--- src/rtl/game_timer.sv ---
// Countdown timer paired with the game-state FSM: prescales Clock to one-second
// ticks, counts GAME_SECONDS down and holds TimerDone for DONE_HOLD cycles.
module game_timer #(
  parameter int CLOCK_HZ     = 50000000,
  parameter int GAME_SECONDS = 60,
  parameter int SEC_W        = 7,
  parameter int DONE_HOLD    = 2
) (
  input  logic             Clock,
  input  logic             Reset,
  input  logic             State,
  input  logic             Pause,
  output logic             TimerDone,
  output logic [SEC_W-1:0] SecondsLeft,
  output logic             Tick,
  output logic [1:0]       DbgState   // 0 IDLE, 1 RUN, 2 DONE, 3 EXPIRED
);

  localparam int PW = (CLOCK_HZ > 1) ? $clog2(CLOCK_HZ) : 1;
  localparam int HW = $clog2(DONE_HOLD + 1);

  localparam logic [PW-1:0]    PRESC_LAST = PW'(CLOCK_HZ - 1);
  localparam logic [HW-1:0]    HOLD_LAST  = HW'(DONE_HOLD - 1);
  localparam logic [SEC_W-1:0] SEC_RELOAD = SEC_W'(GAME_SECONDS);
  localparam logic [SEC_W-1:0] SEC_ONE    = SEC_W'(1);

  typedef enum logic [1:0] {
    IDLE    = 2'd0,
    RUN     = 2'd1,
    DONE    = 2'd2,
    EXPIRED = 2'd3
  } state_t;

  state_t           state_q, state_d;
  logic [PW-1:0]    presc_q, presc_d;
  logic [HW-1:0]    hold_q, hold_d;
  logic [SEC_W-1:0] sec_q, sec_d;
  logic             done_q, done_d;
  logic             tick_q, tick_d;

  always_ff @(posedge Clock) begin
    if (Reset) begin
      state_q <= IDLE;
      presc_q <= '0;
      hold_q  <= '0;
      sec_q   <= SEC_RELOAD;
      done_q  <= 1'b0;
      tick_q  <= 1'b0;
    end else begin
      state_q <= state_d;
      presc_q <= presc_d;
      hold_q  <= hold_d;
      sec_q   <= sec_d;
      done_q  <= done_d;
      tick_q  <= tick_d;
    end
  end

  // Handshake with the game FSM: State=1 requests a game; TimerDone is a
  // DONE_HOLD-cycle pulse, after which we wait for State=0 before re-arming.
  always_comb begin
    state_d = state_q;
    presc_d = presc_q;
    hold_d  = hold_q;
    sec_d   = sec_q;
    done_d  = 1'b0;
    tick_d  = 1'b0;

    unique case (state_q)
      IDLE: begin
        presc_d = '0;
        hold_d  = '0;
        sec_d   = SEC_RELOAD;
        if (State) begin
          state_d = RUN;
        end
      end

      RUN: begin
        if (!State) begin
          // An abort on the same edge as the final tick still wins.
          state_d = IDLE;
          presc_d = '0;
          sec_d   = SEC_RELOAD;
        end else if (!Pause) begin
          if (presc_q == PRESC_LAST) begin
            presc_d = '0;
            if (sec_q != '0) begin
              sec_d  = sec_q - SEC_ONE;
              tick_d = 1'b1;
            end
            if (sec_q == SEC_ONE) begin
              state_d = DONE;
              hold_d  = '0;
              done_d  = 1'b1;
            end
          end else begin
            presc_d = presc_q + 1'b1;
          end
        end
      end

      DONE: begin
        sec_d = '0;
        if (!State) begin
          state_d = IDLE;
          presc_d = '0;
          hold_d  = '0;
          sec_d   = SEC_RELOAD;
        end else if (hold_q == HOLD_LAST) begin
          state_d = EXPIRED;
          hold_d  = '0;
        end else begin
          hold_d = hold_q + 1'b1;
          done_d = 1'b1;
        end
      end

      EXPIRED: begin
        sec_d = '0;
        if (!State) begin
          state_d = IDLE;
          presc_d = '0;
          sec_d   = SEC_RELOAD;
        end
      end

      default: begin
        state_d = IDLE;
      end
    endcase
  end

  assign TimerDone   = done_q;
  assign SecondsLeft = sec_q;
  assign Tick        = tick_q;
  assign DbgState    = state_q;

endmodule

--- config.mk ---
export PLATFORM = sky130hd
export DESIGN_NAME = game_timer
export DESIGN_NICKNAME = d
export VERILOG_FILES = /design/src/rtl/game_timer.sv
export SDC_FILE = /design/constraint.sdc
export NUM_CORES = 1
export LEC_CHECK = 0
export BUFFER_PORTS_ARGS = -buffer_cell sky130_fd_sc_hd__buf_2
export CAP_MARGIN = 5
export CORE_UTILIZATION = 30
export CTS_CLUSTER_DIAMETER = 120
export DETAILED_ROUTE_END_ITERATION = 8
export GPL_TIMING_DRIVEN = 0
export MAX_ROUTING_LAYER = met4
export PLACE_DENSITY = 0.46
export SLEW_MARGIN = 20
export SYNTH_ARGS = -nofsm -noshare
export SYNTH_HDL_FRONTEND = slang
export SYNTH_SLANG_ARGS = --single-unit
--- constraint.sdc ---
create_clock -name Clock -period 2.2 [get_ports Clock]
set_input_delay 0.11 -clock Clock [delete_from_list [all_inputs] [get_ports Clock]]
set_output_delay 0.11 -clock Clock [all_outputs]
set_load 0.005 [all_outputs]
==> results of run 1 <==
[path summary, 6_finish.rpt]
kind,startpoint,to,slack [ns],cells after the start
worst min-delay path,Reset,presc_q[6],0.08,2
worst max register to register,DbgState[0],presc_q[11],0.05,9
worst min register to register,hold_q[1],hold_q[1],0.46,2
worst max-delay path,DbgState[0],presc_q[11],0.05,9
[cell usage after synthesis, drive strengths merged, types with 4 or more instances]
| cell | count | area [um^2] |
|---|---|---|
| a21oi | 14 | 70.1 |
| o21ai | 8 | 40.0 |
| nand3 | 11 | 55.1 |
| and3 | 9 | 56.3 |
| nand2 | 18 | 75.1 |
| nor3 | 4 | 20.0 |
| nor2 | 30 | 113 |
| nand4 | 13 | 81.3 |
| a211oi | 4 | 42.5 |
| nor4b | 5 | 43.8 |
| inv | 8 | 30.0 |
| clkbuf | 8 | 30.0 |
| dfxtp | 39 | 781 |
| xor2 | 12 | 105 |
| and2 | 5 | 32.5 |
| mux2i | 4 | 40.0 |
| xnor2 | 8 | 70.1 |
| and4 | 6 | 52.6 |
| ha | 8 | 100 |
[sequential cells by signal, indices dropped and copies added, names as in the netlist]
register     flops
DbgState         2
Tick             1
presc_q         26
TimerDone        1
hold_q           2
SecondsLeft      7
[where the power goes]
part / leakage (nW) / switching (mW) / internal (mW)
sequential: 0.317 / 0.0215 / 0.719
clock: 0.0477 / 0.273 / 0.217
combinational: 0.540 / 0.108 / 0.0759
[critical path: cells and delay by family, from the launching register on]
kind            cells  cell delay (ns)
simple gates        2             0.55
compound gates      3             0.68
fa+ha+maj           1             0.17
flops               1             0.35
buf+inv             3             0.33
[routing by layer]
layer	global-route usage	routed length (um)
met2	0.265	2600
met4	0.0522	68
met5	-	0
met1	0.200	2710
met3	0.0283	117
[repair_timing]
| action | in CTS | in global routing |
|---|---|---|
| resized for setup | 7 | 19 |
| pin swaps | 2 | 5 |
| setup buffers | 3 | 5 |
| hold endpoints to repair | 0 | 0 |
| setup endpoints to repair | 27 | 19 |
[kinds of logic (layout without fill, tap and decap cells)]
| logic type | count (synthesis) | count (layout) |
|---|---|---|
| xor gates and xnor gates | 20 | 20 |
| adders and majority gates | 8 | 8 |
| and+or+nand+nor | 126 | 126 |
| AOI/OAI and AO/OA | 46 | 46 |
| buffers and inverters | 20 | 46 |
| DFF | 39 | 39 |
| muxes | 4 | 4 |
[layout by cell type (no fill, tap or decap), types with 3 or more instances in the layout]
cell	n
sky130_fd_sc_hd__a211oi_1	3
sky130_fd_sc_hd__a21oi_1	12
sky130_fd_sc_hd__a31oi_1	3
sky130_fd_sc_hd__and2_1	4
sky130_fd_sc_hd__and3_1	9
sky130_fd_sc_hd__and4_1	5
sky130_fd_sc_hd__buf_2	15
sky130_fd_sc_hd__buf_4	7
sky130_fd_sc_hd__clkbuf_1	4
sky130_fd_sc_hd__clkbuf_8	5
sky130_fd_sc_hd__clkinv_2	3
sky130_fd_sc_hd__dfxtp_1	35
sky130_fd_sc_hd__dfxtp_2	3
sky130_fd_sc_hd__ha_1	6
sky130_fd_sc_hd__inv_1	7
sky130_fd_sc_hd__mux2i_1	4
sky130_fd_sc_hd__nand2_1	16
sky130_fd_sc_hd__nand3_1	11
sky130_fd_sc_hd__nand3b_1	3
sky130_fd_sc_hd__nand4_1	13
sky130_fd_sc_hd__nor2_1	30
sky130_fd_sc_hd__nor3_1	3
sky130_fd_sc_hd__nor4b_1	4
sky130_fd_sc_hd__o211ai_1	3
sky130_fd_sc_hd__o21ai_0	8
sky130_fd_sc_hd__or3_1	3
sky130_fd_sc_hd__xnor2_1	8
sky130_fd_sc_hd__xor2_1	12
[through the flow]
stage	setup TNS [ns]	hold slack (ns)	setup WS [ns]	area, um^2	total power, mW
4_1_cts	-0.0451	0.0774	-0.0451	2530	1.43
6_report	0	0.0844	0.0508	2640	1.41
3_3_place_gp	-2.34	0.409	-0.199	2390	0.921
2_1_floorplan	0	0.182	0.0410	2210	0.869
3_5_place_dp	-2.66	0.402	-0.233	2390	0.923
5_1_grt	-0.0310	0.107	-0.0310	2640	1.49
[final cells by class]
cell class / instances / share of cell area
Buffer: 8 / 0.0156
Clock buffer: 5 / 0.0261
Clock inverter: 3 / 0.00569
Inverter: 9 / 0.0128
Multi-Input combinational cell: 204 / 0.547
Sequential cell: 39 / 0.299
Tap cell: 96 / 0.0455
Timing Repair Buffer: 21 / 0.0488
==> impl_metrics.xml, run 1 <==
<?xml version="1.0" encoding="UTF-8"?>
<metrics>
  <group name="sta">
    <metric name="max_slew.worst_pin.slew" unit="ns">0.481</metric>
    <metric name="finalSetupViolCount" unit="">0</metric>
    <metric name="max_frequency" unit="MHz">465</metric>
    <metric name="hold_viol_final" unit="">0</metric>
    <metric name="clock_skew" unit="ns">0.00708</metric>
    <metric name="final_period_minus_worst_setup_slack" unit="ns">2.15</metric>
    <metric name="max_slew_margin" unit="">0.678</metric>
    <metric name="min_period_over_period" unit="">0.977</metric>
    <metric name="rsz0062_at_grt" unit="">true</metric>
    <metric name="maxSlewViolCount" unit="">0</metric>
  </group>
  <group name="synthesis">
    <metric name="post_synth_num_cell_types" unit="">49</metric>
    <metric name="synth_fp_nets" unit="">275</metric>
    <metric name="dominant_combinational_cell_family_by_area_after_synthesis" unit="">simple AND/OR/NAND/NOR gates</metric>
    <metric name="synth_enable_flop_cells" unit="">0</metric>
    <metric name="yosys_warning_count" unit="">0</metric>
    <metric name="syn_area_per_cell" unit="um^2">8.39</metric>
    <metric name="synth_sequential_area_ratio" unit="">0.354</metric>
    <metric name="asyncSetResetFlopFracSynth" unit="">0</metric>
    <metric name="synth_simple_gate_area_share" unit="">0.324</metric>
    <metric name="multiplexer_area_fraction_after_synthesis" unit="">0.0181</metric>
    <metric name="ys.flop_type" unit="">sky130_fd_sc_hd__dfxtp_1</metric>
    <metric name="synth_xor_xnor_area_share" unit="">0.0794</metric>
    <metric name="postSynthRegisterBits" unit="">39</metric>
    <metric name="synth-adder-area-share" unit="">0.0454</metric>
    <metric name="postSynthCellCount" unit="">263</metric>
    <metric name="synth_area" unit="um^2">2210</metric>
    <metric name="synth_compound_area_frac" unit="">0.142</metric>
  </group>
  <group name="worst_setup_path">
    <metric name="crit_path_end_kind" unit="">flop</metric>
    <metric name="library_cell_contributing_the_largest_single_delay_on_the_critical_path" unit="">sky130_fd_sc_hd__or4_4</metric>
    <metric name="crit_arrival" unit="ns">2.38</metric>
    <metric name="category_of_the_most_critical_setup_path" unit="">reg2reg</metric>
    <metric name="worstPathCellList" unit="">inv_2 -&gt; ha_2 -&gt; buf_6 -&gt; a211o_4 -&gt; a211oi_4 -&gt; buf_6 -&gt; nand2_4 -&gt; or4_4 -&gt; a31oi_1</metric>
    <metric name="critical-path-max-stage-delay" unit="ns">0.50</metric>
    <metric name="worst_setup_path_start_kind" unit="">flop</metric>
    <metric name="crit_path_max_fanout" unit="">7</metric>
    <metric name="worstPathRequired" unit="ns">2.43</metric>
    <metric name="timing.critical_path.mode_cell" unit="">sky130_fd_sc_hd__buf_6</metric>
  </group>
  <group name="cts">
    <metric name="clkLatencyLatePin" unit="ns">0.30</metric>
    <metric name="ctsLongestPathBuffers" unit="">2</metric>
    <metric name="ctsHoldBuffers" unit="">0</metric>
    <metric name="cts-buffers-inserted" unit="">5</metric>
    <metric name="clk_pin_slew_worst_paths" unit="ns">0.08</metric>
    <metric name="tritoncts" unit="">yes</metric>
    <metric name="clock_sinks" unit="">39</metric>
    <metric name="htree_levels" unit="">2</metric>
    <metric name="root_buffer" unit="">sky130_fd_sc_hd__clkbuf_8</metric>
  </group>
  <group name="layout">
    <metric name="final.fill_count" unit="">738</metric>
    <metric name="areaGrowthSynthToFinish" unit="%">19.6</metric>
    <metric name="layout.core_utilization" unit="">0.380</metric>
    <metric name="area.sequential" unit="um^2">788</metric>
    <metric name="fin_cells" unit="">385</metric>
    <metric name="antennaDiodeCount" unit="">0</metric>
    <metric name="layout-drive-gt1-share" unit="">0.208</metric>
    <metric name="layout.nets" unit="">300</metric>
    <metric name="multi_input_area" unit="um^2">1440</metric>
  </group>
  <group name="placement">
    <metric name="place_inst" unit="">372</metric>
    <metric name="numPortBuffers" unit="">13</metric>
    <metric name="gp_congestion" unit="">0.770</metric>
    <metric name="hpwlAfterDp" unit="um">3900</metric>
  </group>
  <group name="power_and_ir_drop">
    <metric name="pwr_density_cell" unit="nW/um^2">536</metric>
    <metric name="power.ir.vdd_worst" unit="V">0.000281</metric>
    <metric name="cellLeakagePower" unit="nW">0.905</metric>
  </group>
  <group name="global_routing">
    <metric name="grt_antenna_before_repair" unit="">0</metric>
    <metric name="gr-total-overflow" unit="">0</metric>
    <metric name="global_route.usage.total" unit="">0.162</metric>
    <metric name="pin_count_of_the_biggest_net_entering_global_routing" unit="">13</metric>
    <metric name="grt_first_pass_wirelength" unit="um">9350</metric>
    <metric name="first_global_vias" unit="">1961</metric>
  </group>
  <group name="floorplanning">
    <metric name="die_h" unit="um">87.8</metric>
    <metric name="initial_utilization" unit="">0.318</metric>
    <metric name="rows" unit="">30</metric>
    <metric name="core_area" unit="um^2">6940</metric>
    <metric name="design.portCount" unit="">15</metric>
    <metric name="die-width" unit="um">87.8</metric>
    <metric name="dieArea" unit="um^2">7700</metric>
  </group>
  <group name="routing">
    <metric name="vias_per_cell" unit="">5.15</metric>
    <metric name="drtIter0Drc" unit="">50</metric>
    <metric name="firstDrtPassIters" unit="">4</metric>
    <metric name="drt_drc_violations_left" unit="">0</metric>
    <metric name="ant_nets" unit="">0</metric>
    <metric name="drt-wirelength-per-cell" unit="um">14.3</metric>
    <metric name="num_vias" unit="">1982</metric>
    <metric name="routed_wirelength" unit="um">5490</metric>
  </group>
  <group name="job">
    <metric name="max_cap_violations" unit="">0</metric>
  </group>
  <group name="min_path">
    <metric name="worstHoldPathType" unit="">in2reg</metric>
  </group>
  <group name="outcome">
    <metric name="run_status" unit="">complete, no violations</metric>
  </group>
</metrics>
No activity file was read; power rests on OpenSTA's default activity.
==> inputs of run 2 (changes only) <==
Settings changed: MAX_ROUTING_LAYER met4 to not set.
==> run 2 against run 1 <==
- total power decreased by 0.12%
- core utilization did not move
- setup slack better by 0.0029 ns
- wire length about the same
- cell count unchanged
- sequential share of layout area did not move
- maximum frequency grew 0.14%
- clock skew down 0.0013 ns
- first-iteration DRC count up 8.0%
- global-route usage shrank 0.47 points
- combinational power hardly changed
- cell area unchanged
==> impl_metrics.xml, run 2 (synthesis results as in run 1) <==
<?xml version="1.0" encoding="UTF-8"?>
<metrics>
  <group name="placement">
    <metric name="hpwlAfterDp" unit="um">3900</metric>
    <metric name="post_dp_cell_area" unit="um^2">2390</metric>
    <metric name="gp_congestion" unit="">0.760</metric>
    <metric name="numPortBuffers" unit="">13</metric>
  </group>
  <group name="routing">
    <metric name="vias_per_cell" unit="">5.12</metric>
    <metric name="ant_nets" unit="">0</metric>
    <metric name="drt-wirelength-per-cell" unit="um">14.3</metric>
    <metric name="num_vias" unit="">1972</metric>
    <metric name="drtIter0Drc" unit="">54</metric>
    <metric name="firstDrtPassIters" unit="">4</metric>
    <metric name="drt_drc_violations_left" unit="">0</metric>
    <metric name="routed_wirelength" unit="um">5490</metric>
  </group>
  <group name="layout">
    <metric name="largest_register" unit="">presc_q</metric>
    <metric name="antennaDiodeCount" unit="">0</metric>
    <metric name="final_design_area_no_fill" unit="um^2">2640</metric>
    <metric name="areaGrowthSynthToFinish" unit="%">19.6</metric>
    <metric name="layout.nets" unit="">300</metric>
    <metric name="layout.cells.most_common_list" unit="">sky130_fd_sc_hd__dfxtp_1, sky130_fd_sc_hd__nor2_1, sky130_fd_sc_hd__nand2_1</metric>
    <metric name="largest_register_ff_count" unit="">26</metric>
    <metric name="layout.core_utilization" unit="">0.380</metric>
    <metric name="layout-drive-gt1-share" unit="">0.208</metric>
    <metric name="final_common_cell" unit="">sky130_fd_sc_hd__dfxtp_1</metric>
  </group>
  <group name="sta">
    <metric name="max_slew_margin" unit="">0.672</metric>
    <metric name="finalSetupViolCount" unit="">0</metric>
    <metric name="rsz0062_at_grt" unit="">true</metric>
    <metric name="hold_viol_final" unit="">0</metric>
    <metric name="clock_skew" unit="ns">0.00573</metric>
    <metric name="maxSlewViolCount" unit="">0</metric>
    <metric name="max_slew.worst_pin.slew" unit="ns">0.492</metric>
    <metric name="final_period_minus_worst_setup_slack" unit="ns">2.15</metric>
    <metric name="min_period_over_period" unit="">0.976</metric>
    <metric name="max_frequency" unit="MHz">466</metric>
  </group>
  <group name="global_routing">
    <metric name="grt_first_pass_wirelength" unit="um">9360</metric>
    <metric name="first_global_vias" unit="">1958</metric>
    <metric name="gr-total-overflow" unit="">0</metric>
    <metric name="pin_count_of_the_biggest_net_entering_global_routing" unit="">13</metric>
    <metric name="grt_antenna_before_repair" unit="">0</metric>
    <metric name="global_route.usage.total" unit="">0.157</metric>
  </group>
  <group name="worst_setup_path">
    <metric name="worst_setup_path_start_kind" unit="">flop</metric>
    <metric name="timing.reg2reg.worst_path_depth" unit="">9</metric>
    <metric name="category_of_the_most_critical_setup_path" unit="">reg2reg</metric>
    <metric name="worstPathRequired" unit="ns">2.43</metric>
    <metric name="crit_path_max_fanout" unit="">7</metric>
    <metric name="crit_arrival" unit="ns">2.37</metric>
    <metric name="crit_path_end_kind" unit="">flop</metric>
  </group>
  <group name="cts">
    <metric name="clkLatencyLatePin" unit="ns">0.30</metric>
    <metric name="clock_sinks" unit="">39</metric>
    <metric name="cts-buffers-inserted" unit="">5</metric>
    <metric name="ctsLongestPathBuffers" unit="">2</metric>
    <metric name="htree_levels" unit="">2</metric>
    <metric name="tritoncts" unit="">yes</metric>
    <metric name="root_buffer" unit="">sky130_fd_sc_hd__clkbuf_8</metric>
    <metric name="clk_pin_slew_worst_paths" unit="ns">0.08</metric>
    <metric name="ctsHoldBuffers" unit="">0</metric>
  </group>
  <group name="power_and_ir_drop">
    <metric name="cellLeakagePower" unit="nW">0.905</metric>
    <metric name="pwr_density_cell" unit="nW/um^2">535</metric>
    <metric name="power.total" unit="mW">1.41</metric>
    <metric name="power.ir.vdd_worst" unit="V">0.000281</metric>
  </group>
  <group name="min_path">
    <metric name="min_path_cells" unit="">2</metric>
    <metric name="worstHoldPathType" unit="">in2reg</metric>
  </group>
  <group name="floorplanning">
    <metric name="die-width" unit="um">87.8</metric>
    <metric name="core_area" unit="um^2">6940</metric>
    <metric name="dieArea" unit="um^2">7700</metric>
    <metric name="die_h" unit="um">87.8</metric>
    <metric name="design.portCount" unit="">15</metric>
    <metric name="rows" unit="">30</metric>
    <metric name="initial_utilization" unit="">0.318</metric>
  </group>
  <group name="job">
    <metric name="max_cap_violations" unit="">0</metric>
  </group>
  <group name="outcome">
    <metric name="run_status" unit="">complete, no violations</metric>
  </group>
</metrics>
==> run 2: cell counts in the layout (fill, tap and decap cells not counted) <==
Identical to the previous run, type by type.
==> run 2: timing repair <==
item                                    4_1_cts  5_1_grt
pin swaps                                     2        5
gates resized for setup                       7       19
endpoints found under the setup margin       27       19
setup buffers                                 3        5
==> run 2: stage by stage <==
step                      setup slack, ns  setup TNS (ns)  hold WS, ns  instances
after global routing              -0.0310         -0.0310        0.113        385
after CTS                         -0.0451         -0.0451       0.0774        382
after floorplan                    0.0410               0        0.182        263
after global placement             -0.199           -2.34        0.409        372
after detailed placement           -0.233           -2.66        0.402        372
final                              0.0538               0       0.0900        385
==> run 2: area by class of cell <==
class	count	area, um^2
sequential	39	788
clock buffer	5	68.8
buffer	8	41.3
multi-input combinational	204	1440
fill	738	4310
clock inverter	3	15.0
inverter	9	33.8
timing repair buffer	21	129
tap	96	120
==> run 2: critical path: stages, from the launching register on <==
cell                       delay (ns)
sky130_fd_sc_hd__dfxtp_2         0.35
sky130_fd_sc_hd__inv_2           0.05
sky130_fd_sc_hd__ha_2            0.17
sky130_fd_sc_hd__buf_6           0.13
sky130_fd_sc_hd__a211o_4         0.34
sky130_fd_sc_hd__a211oi_4        0.21
sky130_fd_sc_hd__buf_6           0.15
sky130_fd_sc_hd__nand2_4         0.05
sky130_fd_sc_hd__or4_4           0.50
sky130_fd_sc_hd__a31oi_1         0.13
==> run 2: per-layer routing <==
layer / vias to the layer above / global-route usage / wire, um
met5: - / 0 / 0
met4: 0 / 0.0522 / 68
met3: 8 / 0.0283 / 119
met2: 20 / 0.264 / 2580
met1: 939 / 0.202 / 2720
li1: 1005 / - / -
==> run 2: final timing paths <==
check / to / startpoint / slack, ns
setup reg to reg: presc_q[11] / DbgState[0] / 0.05
hold reg to reg: hold_q[1] / hold_q[1] / 0.46
hold / removal: presc_q[6] / Reset / 0.09
setup / recovery: presc_q[11] / DbgState[0] / 0.05
==> run 2: power by group <==
part	internal, mW	switching [mW]	leakage, nW	total [mW]
sequential	0.719	0.0215	0.317	0.741
combinational	0.0759	0.108	0.540	0.184
clock	0.217	0.271	0.0477	0.489
